File: src/rtl/esl_safe_seq_pkg.sv
// Shared types for the ESL safety start-up / trip-recovery sequencer.
package esl_safe_seq_pkg;

    localparam int unsigned TRIP_CNT_W = 4;

    typedef enum logic [2:0] {
        S_IDLE      = 3'd0,
        S_RESET_DOC = 3'd1,
        S_ARMING    = 3'd2,
        S_RUN       = 3'd3,
        S_TRIPPED   = 3'd4,
        S_HOLDOFF   = 3'd5,
        S_LOCKOUT   = 3'd6
    } seq_state_t;

    function automatic longint unsigned max2(input longint unsigned a, input longint unsigned b);
        return (a > b) ? a : b;
    endfunction

endpackage

File: src/rtl/esl_comp_pair_sync.sv
// Synchronizes the DOC powerdown pair and flags a trip or a stuck/equal pair.
module esl_comp_pair_sync
    import esl_safe_seq_pkg::*;
#(
    parameter int unsigned P_DISAGREE_CYCLES = 8
) (
    input  logic i_clk,
    input  logic i_rst_n,
    input  logic i_pd_p,
    input  logic i_pd_n,
    output logic tripped,
    output logic disagree
);

    localparam int unsigned CW = $clog2(P_DISAGREE_CYCLES + 1);

    logic          r_p1, r_p2, r_n1, r_n2;
    logic [CW-1:0] r_cnt;

    // Flops reset to the "safe" pair so reset exit never looks like a disagreement.
    always_ff @(posedge i_clk or negedge i_rst_n) begin
        if (!i_rst_n) begin
            r_p1  <= 1'b0;
            r_p2  <= 1'b0;
            r_n1  <= 1'b1;
            r_n2  <= 1'b1;
            r_cnt <= '0;
        end else begin
            r_p1 <= i_pd_p;
            r_p2 <= r_p1;
            r_n1 <= i_pd_n;
            r_n2 <= r_n1;
            if (r_p2 == r_n2) begin
                if (r_cnt != CW'(P_DISAGREE_CYCLES))
                    r_cnt <= r_cnt + CW'(1);
            end else begin
                r_cnt <= '0;
            end
        end
    end

    assign tripped  = r_p2 & ~r_n2;
    assign disagree = (r_cnt == CW'(P_DISAGREE_CYCLES));

endmodule

File: src/rtl/esl_safe_seq.sv
// Safety DOC start-up / trip-recovery sequencer with complementary motor enable.
// Optional feature: ESL_SAFE_SEQ_LOCKOUT_EN enables restart limit and pair-fault lockout.
module esl_safe_seq
    import esl_safe_seq_pkg::*;
#(
    parameter int unsigned P_RESET_HOLD_CYCLES = 64,
    parameter int unsigned P_ARM_CYCLES        = 100_000,
    parameter int unsigned P_HOLDOFF_CYCLES    = 2_000_000,
    parameter int unsigned P_DISAGREE_CYCLES   = 8,
    parameter int unsigned P_MAX_RESTARTS      = 3,
    parameter int unsigned P_CNT_WIDTH         = 24
) (
    input  logic                  esl_clk,
    input  logic                  esl_reset,
    input  logic                  start_req,
    output logic                  start_ack,
    input  logic                  clear_req,
    input  logic                  pd_p,
    input  logic                  pd_n,
    output logic                  reset_safety_n,
    output logic                  motor_enable_p,
    output logic                  motor_enable_n,
    output logic [2:0]            seq_state,
    output logic [TRIP_CNT_W-1:0] trip_count,
    output logic                  seq_fault
);

    localparam longint unsigned L_MAX_CYC =
        max2(max2(P_RESET_HOLD_CYCLES, P_ARM_CYCLES), max2(P_HOLDOFF_CYCLES, P_DISAGREE_CYCLES));

    generate
        if ((L_MAX_CYC >> P_CNT_WIDTH) != 0) begin : g_cnt_too_narrow
            $error("esl_safe_seq: P_CNT_WIDTH too narrow for the largest cycle parameter");
        end
        if (P_MAX_RESTARTS < 1 || P_MAX_RESTARTS > 15) begin : g_bad_restarts
            $error("esl_safe_seq: P_MAX_RESTARTS must be within the trip counter range 1..15");
        end
    endgenerate

    localparam logic [P_CNT_WIDTH-1:0] L_LD_HOLD    = P_CNT_WIDTH'(P_RESET_HOLD_CYCLES - 1);
    localparam logic [P_CNT_WIDTH-1:0] L_LD_ARM     = P_CNT_WIDTH'(P_ARM_CYCLES - 1);
    localparam logic [P_CNT_WIDTH-1:0] L_LD_HOLDOFF = P_CNT_WIDTH'(P_HOLDOFF_CYCLES - 1);

    seq_state_t                r_state, w_nxt;
    logic [P_CNT_WIDTH-1:0]    r_cnt, w_cnt_nxt;
    logic [TRIP_CNT_W-1:0]     r_trip_cnt;
    logic                      r_fault, r_rsn, r_mep, r_men, r_ack;
    logic                      w_tripped, w_disagree;

    esl_comp_pair_sync #(
        .P_DISAGREE_CYCLES(P_DISAGREE_CYCLES)
    ) u_pair_sync (
        .i_clk   (esl_clk),
        .i_rst_n (esl_reset),
        .i_pd_p  (pd_p),
        .i_pd_n  (pd_n),
        .tripped (w_tripped),
        .disagree(w_disagree)
    );

    always_comb begin
        w_nxt     = r_state;
        w_cnt_nxt = r_cnt;
        case (r_state)
            S_IDLE: begin
                if (start_req) begin
                    w_nxt     = S_RESET_DOC;
                    w_cnt_nxt = L_LD_HOLD;
                end
            end
            S_RESET_DOC: begin
                if (!start_req) begin
                    w_nxt = S_IDLE;
                end else if (r_cnt == '0) begin
                    w_nxt     = S_ARMING;
                    w_cnt_nxt = L_LD_ARM;
                end else begin
                    w_cnt_nxt = r_cnt - P_CNT_WIDTH'(1);
                end
            end
            S_ARMING: begin
                if (w_tripped)           w_nxt = S_TRIPPED;
                else if (!start_req)     w_nxt = S_IDLE;
                else if (r_cnt == '0)    w_nxt = S_RUN;
                else                     w_cnt_nxt = r_cnt - P_CNT_WIDTH'(1);
            end
            S_RUN: begin
                if (w_tripped)           w_nxt = S_TRIPPED;
                else if (!start_req)     w_nxt = S_IDLE;
            end
            S_TRIPPED: begin
                if (clear_req) begin
`ifdef ESL_SAFE_SEQ_LOCKOUT_EN
                    if (32'(r_trip_cnt) >= P_MAX_RESTARTS) begin
                        w_nxt = S_LOCKOUT;
                    end else begin
                        w_nxt     = S_HOLDOFF;
                        w_cnt_nxt = L_LD_HOLDOFF;
                    end
`else
                    w_nxt     = S_HOLDOFF;
                    w_cnt_nxt = L_LD_HOLDOFF;
`endif
                end
            end
            S_HOLDOFF: begin
                if (r_cnt == '0) begin
                    if (start_req) begin
                        w_nxt     = S_RESET_DOC;
                        w_cnt_nxt = L_LD_HOLD;
                    end else begin
                        w_nxt = S_IDLE;
                    end
                end else begin
                    w_cnt_nxt = r_cnt - P_CNT_WIDTH'(1);
                end
            end
            S_LOCKOUT: w_nxt = S_LOCKOUT;
            default:   w_nxt = S_LOCKOUT;
        endcase
        // A persistent pair fault overrides every other transition.
`ifdef ESL_SAFE_SEQ_LOCKOUT_EN
        if (w_disagree)
            w_nxt = S_LOCKOUT;
`else
        if (w_disagree && w_nxt != S_LOCKOUT)
            w_nxt = S_TRIPPED;
`endif
    end

    // Outputs are decoded from the next state so they move with seq_state.
    always_ff @(posedge esl_clk or negedge esl_reset) begin
        if (!esl_reset) begin
            r_state    <= S_IDLE;
            r_cnt      <= '0;
            r_trip_cnt <= '0;
            r_fault    <= 1'b0;
            r_rsn      <= 1'b0;
            r_mep      <= 1'b0;
            r_men      <= 1'b1;
            r_ack      <= 1'b0;
        end else begin
            r_state <= w_nxt;
            r_cnt   <= w_cnt_nxt;
            r_rsn   <= (w_nxt == S_ARMING) || (w_nxt == S_RUN) || (w_nxt == S_TRIPPED);
            r_mep   <= (w_nxt == S_RUN);
            r_men   <= (w_nxt != S_RUN);
            r_ack   <= (w_nxt == S_RUN);
            if (w_nxt == S_TRIPPED && r_state != S_TRIPPED && r_trip_cnt != '1)
                r_trip_cnt <= r_trip_cnt + TRIP_CNT_W'(1);
            if (w_disagree)
                r_fault <= 1'b1;
        end
    end

    assign seq_state      = r_state;
    assign trip_count     = r_trip_cnt;
    assign seq_fault      = r_fault;
    assign reset_safety_n = r_rsn;
    assign motor_enable_p = r_mep;
    assign motor_enable_n = r_men;
    assign start_ack      = r_ack;

endmodule

File: config.mk
export PLATFORM = sky130hd
export DESIGN_NAME = esl_safe_seq
export DESIGN_NICKNAME = d
export VERILOG_FILES = /design/src/rtl/esl_safe_seq_pkg.sv /design/src/rtl/esl_comp_pair_sync.sv /design/src/rtl/esl_safe_seq.sv
export SDC_FILE = /design/constraint.sdc
export NUM_CORES = 1
export LEC_CHECK = 0
export ABC_AREA = 1
export BUFFER_PORTS_ARGS = -buffer_cell sky130_fd_sc_hd__buf_2
export CAP_MARGIN = 10
export CORE_MARGIN = 2
export CORE_UTILIZATION = 40
export DETAILED_ROUTE_END_ITERATION = 16
export HOLD_SLACK_MARGIN = 0.12
export PLACE_DENSITY_LB_ADDON = 0.1
export SETUP_SLACK_MARGIN = 0.1
export SLEW_MARGIN = 20
export SYNTH_ARGS = -nofsm -noshare
export SYNTH_HDL_FRONTEND = slang
export SYNTH_SLANG_ARGS = --single-unit
File: constraint.sdc
create_clock -name esl_clk -period 1.8 [get_ports esl_clk]
set_input_delay 0.36 -clock esl_clk [delete_from_list [all_inputs] [get_ports esl_clk]]
set_output_delay 0.36 -clock esl_clk [all_outputs]
set_load 0.01 [all_outputs]
==> run metrics <==
Total Nets Final=between 400 and 500; vias in the first global route=roughly 2,700; worst hold slack=156 ps; # fillers=627; Core Util, Final=60.9%; CTS root buffer=clkbuf_8; Sink Count=43; IO Count=18; crit-path cells=buf_6, inv_4, nand2_4, nor2_4, nand2_2, nor2_4, nand2_4, nor2_4, nand3_2, xor2_1, nor2_1, o21a_1; number of synthesized flops with an enable pin=0; first-pass GRT wire length=between 10,000 and 15,000 microns; crit path time final=1800 ps; CP required=1990 ps; Worst Setup End Kind=flip-flop; Crit Path Category=flip-flop to flip-flop; vias after detailed routing=2,886; Diodes inserted=0; worst clock skew=7.92 ps; final wirelength=8150 microns; yosys warns=0; Post-DRT Antenna Nets=0; area taken by multi-input logic gates=1910 sq um; initial antenna violation count=0; top layer in use=met4; Seq cells post-synth=43; DIE HEIGHT=89.0 microns; Compound-Gate Fraction of Synth Area=16.0%; Iter 0 DRT Violations=123; hold crit path type=primary input to flip-flop; Post-Syn Nets=slightly below 400; largest family of logic cells by synthesized area=simple AND/OR/NAND/NOR gates; DR DRC count=0; crit path from=r_cnt[7]$_DFFE_PN0P_; slowest stage delay, CP=approximately 400 ps; GRT Total Usage=20.6%; Adder-Cell Fraction of Synth Area=2.17%; Synth Area in XOR/XNOR=5.76%; Reg2Reg Depth=12; sequential share of the synthesized area=around 37%; critical path arrival=1990 ps; WP depth=12; Initial Util=about two fifths; Core Area=around 6900 sq um; WL met2=4140 microns; Post-synth ARST share=100%; Placer Congestion=0.843; mux cell area share after synthesis=0%; layout cells sized above 1=43.9%; WL/cell=14.4 microns; vias per cell=5.11; Slew Viols, Final=0; Slew @ Worst Pin=between 400 and 500 ps; CTS Buffer Depth=2; main flop type after synthesis=dfrtp_1; Critical Path Fanout Max=3; DR pass1 iterations=4; hpwl dp=~5600 microns; crit share post-route=100%; htree depth=2; Critical path destination=r_cnt[23]$_DFFE_PN0P_; std cell rows=30; startpoint types=flip-flop; Syn Inst Count=between 300 and 400; most frequent CP cell=nor2_4; unrepaired setup endpoints after global routing=yes; Max Clk Rate=0.554 GHz; Worst R2R Setup Slack=-3 ps; clk slew on worst S/H paths=90 ps; crit path buf inv count=2; Hold Crit Start=pd_n; total CTS buffers=5; Syn Area/Cell=7.70 sq um; Power Density=1660 nW/um^2; Setup WS post-layout=-3.44 ps; # setup viols final=3; simple-gate share of the synthesized area=30.0%; largest net degree at the start of global routing=26; RR Startpoint=r_cnt[7]$_DFFE_PN0P_; synthesized area=2890 sq um; slowest CP cell=dfrtp_1; failing checks=setup timing; DRT met1 WL=3590 microns; reg2reg end=r_cnt[23]$_DFFE_PN0P_; die width=89.0 microns; synth unique cells=47; reported max-cap violation count=0; WL met3=318 microns; area delta synth->final=45.5%; Reg area=roughly 1100 sq um; Max VDD drop=a little under 900 uV; Slew headroom=approximately two thirds; Leakage=2.02 nW; Hold Fails Final Rpt=0; CTS tree=yes; status=finished, violations left; Final Power=about 7 mW; Crit path max-delay family=simple AND/OR/NAND/NOR gates; total global routing overflow=0; PortBufs=17; DIE AREA=7920 sq um; worst skew pair latency=300 ps
-- synth_stat cells, drive strengths merged, types with 2 or more instances --
cell	number	area, sq um
a21oi	12	75.1
or2	2	12.5
clkbuf	3	11.3
nand2	74	305
o21ai	42	225
and3	2	12.5
a22oi	4	45.1
xnor2	2	17.5
dfstp	3	78.8
ha	5	62.6
nand4	4	25.0
o211ai	2	15.0
dfrtp	40	1000
a31oi	4	25.0
buf	6	53.8
inv	49	186
nor3	8	45.0
a32oi	2	17.5
o21a	3	22.5
nand3	34	188
nor2	51	272
xor2	17	149
-- kinds of logic (layout without fill, tap and decap cells) --
family / Yosys count / in the layout
simple gates: 176 / 176
compound gates: 74 / 74
buf+inv: 58 / 152
flops: 43 / 43
xor+xnor: 19 / 19
fa+ha+maj: 5 / 5
-- worst reg2reg max path: cells and delay by family, from the launching register on --
kind / cells / cell delay (ps)
and+or+nand+nor: 8 / 780
DFF: 1 / 410
AOI/OAI and AO/OA: 1 / 190
buffers and inverters: 2 / 180
xor gates and xnor gates: 1 / 150
-- where the power goes --
group | switching (mW) | internal [mW] | leakage, nW | total (mW)
registers | 0.255 | 1.27 | 0.539 | 1.52
logic | 2.53 | 2.02 | 1.42 | 4.56
clock network | 0.358 | 0.555 | 0.0654 | 0.913
total | 3.15 | 3.85 | 2.02 | 6.99
-- worst min path at each step --
stage | endpoint | slack [ps] | cells past startpoint
floorplan | r_cnt[0]$_DFFE_PN0P_ | 60 | 0
global placement | u_pair_sync.r_p2$_DFF_PN0_ | 330 | 0
detailed placement | u_pair_sync.r_p2$_DFF_PN0_ | 340 | 0
CTS | u_pair_sync.r_n1$_DFF_PN1_ | 140 | 1
global route | u_pair_sync.r_n1$_DFF_PN1_ | 140 | 1
finish | u_pair_sync.r_n1$_DFF_PN1_ | 160 | 1
-- state kept, by name (all words and copies together) (netlist names) --
register and count:
u_pair_sync.r_p2 1, motor_enable_n 1, u_pair_sync.r_cnt 4, u_pair_sync.r_n2 1
u_pair_sync.r_p1 1, seq_fault 1, reset_safety_n 1, seq_state 3
start_ack 1, r_cnt 24, trip_count 4, u_pair_sync.r_n1 1
-- cell type report --
class | count | area share [%]
clock inverters | 2 | 1.43
inverters | 49 | 4.91
repair buffers | 95 | 17.7
flip-flops and latches | 43 | 25.8
multi-input cells | 274 | 45.5
clock buffers | 6 | 1.73
well taps | 96 | 2.86
-- cell usage in the layout, fill, tap and decap left out, types with 3 or more instances in the layout --
master / Yosys / layout
a21oi_1: 10 / 7
a21oi_2: 1 / 3
a22oi_2: 3 / 4
buf_2: 1 / 17
buf_4: 2 / 67
buf_6: 3 / 6
clkbuf_8: 0 / 5
dfrtp_1: 40 / 37
dfrtp_2: 0 / 3
dfstp_2: 3 / 3
ha_1: 5 / 4
inv_1: 41 / 35
inv_2: 7 / 8
inv_4: 1 / 4
nand2_1: 65 / 50
nand2_2: 8 / 17
nand2_4: 1 / 7
nand3_1: 32 / 24
nand3_2: 1 / 9
nand4_1: 4 / 4
nor2_1: 38 / 26
nor2_2: 7 / 8
nor2_4: 4 / 15
nor3_1: 7 / 6
o21a_1: 3 / 3
o21ai_0: 28 / 17
o21ai_1: 12 / 19
o21ai_2: 1 / 4
xor2_1: 17 / 16
-- what timing repair did --
action,in CTS,in global routing
hold buffers,1,0
buffers inserted,7,11
pin swaps,2,36
setup endpoints to repair,31,32
endpoints found under the hold margin,18,0
resized for setup,24,86
gates cloned,0,1
-- layer usage --
metal	vias to the layer above	global-route usage (%)
li1	1421	-
met1	1386	27.3
met2	66	35.2
met3	13	2.95
met4	0	5.56
met5	-	0
-- metrics by stage --
stage | TNS [ps] | area, sq um | std cells | setup WS [ps]
after floorplan | 0 | 2910 | 375 | 112
after global routing | -1830 | 4200 | 565 | -119
after detailed placement | -565 | 3490 | 537 | -88.7
after global placement | -335 | 3490 | 537 | -71.8
final | -8.06 | 4200 | 565 | -3.44
after CTS | 0 | 3780 | 553 | 13.4
(Power assumes the default switching activity.)
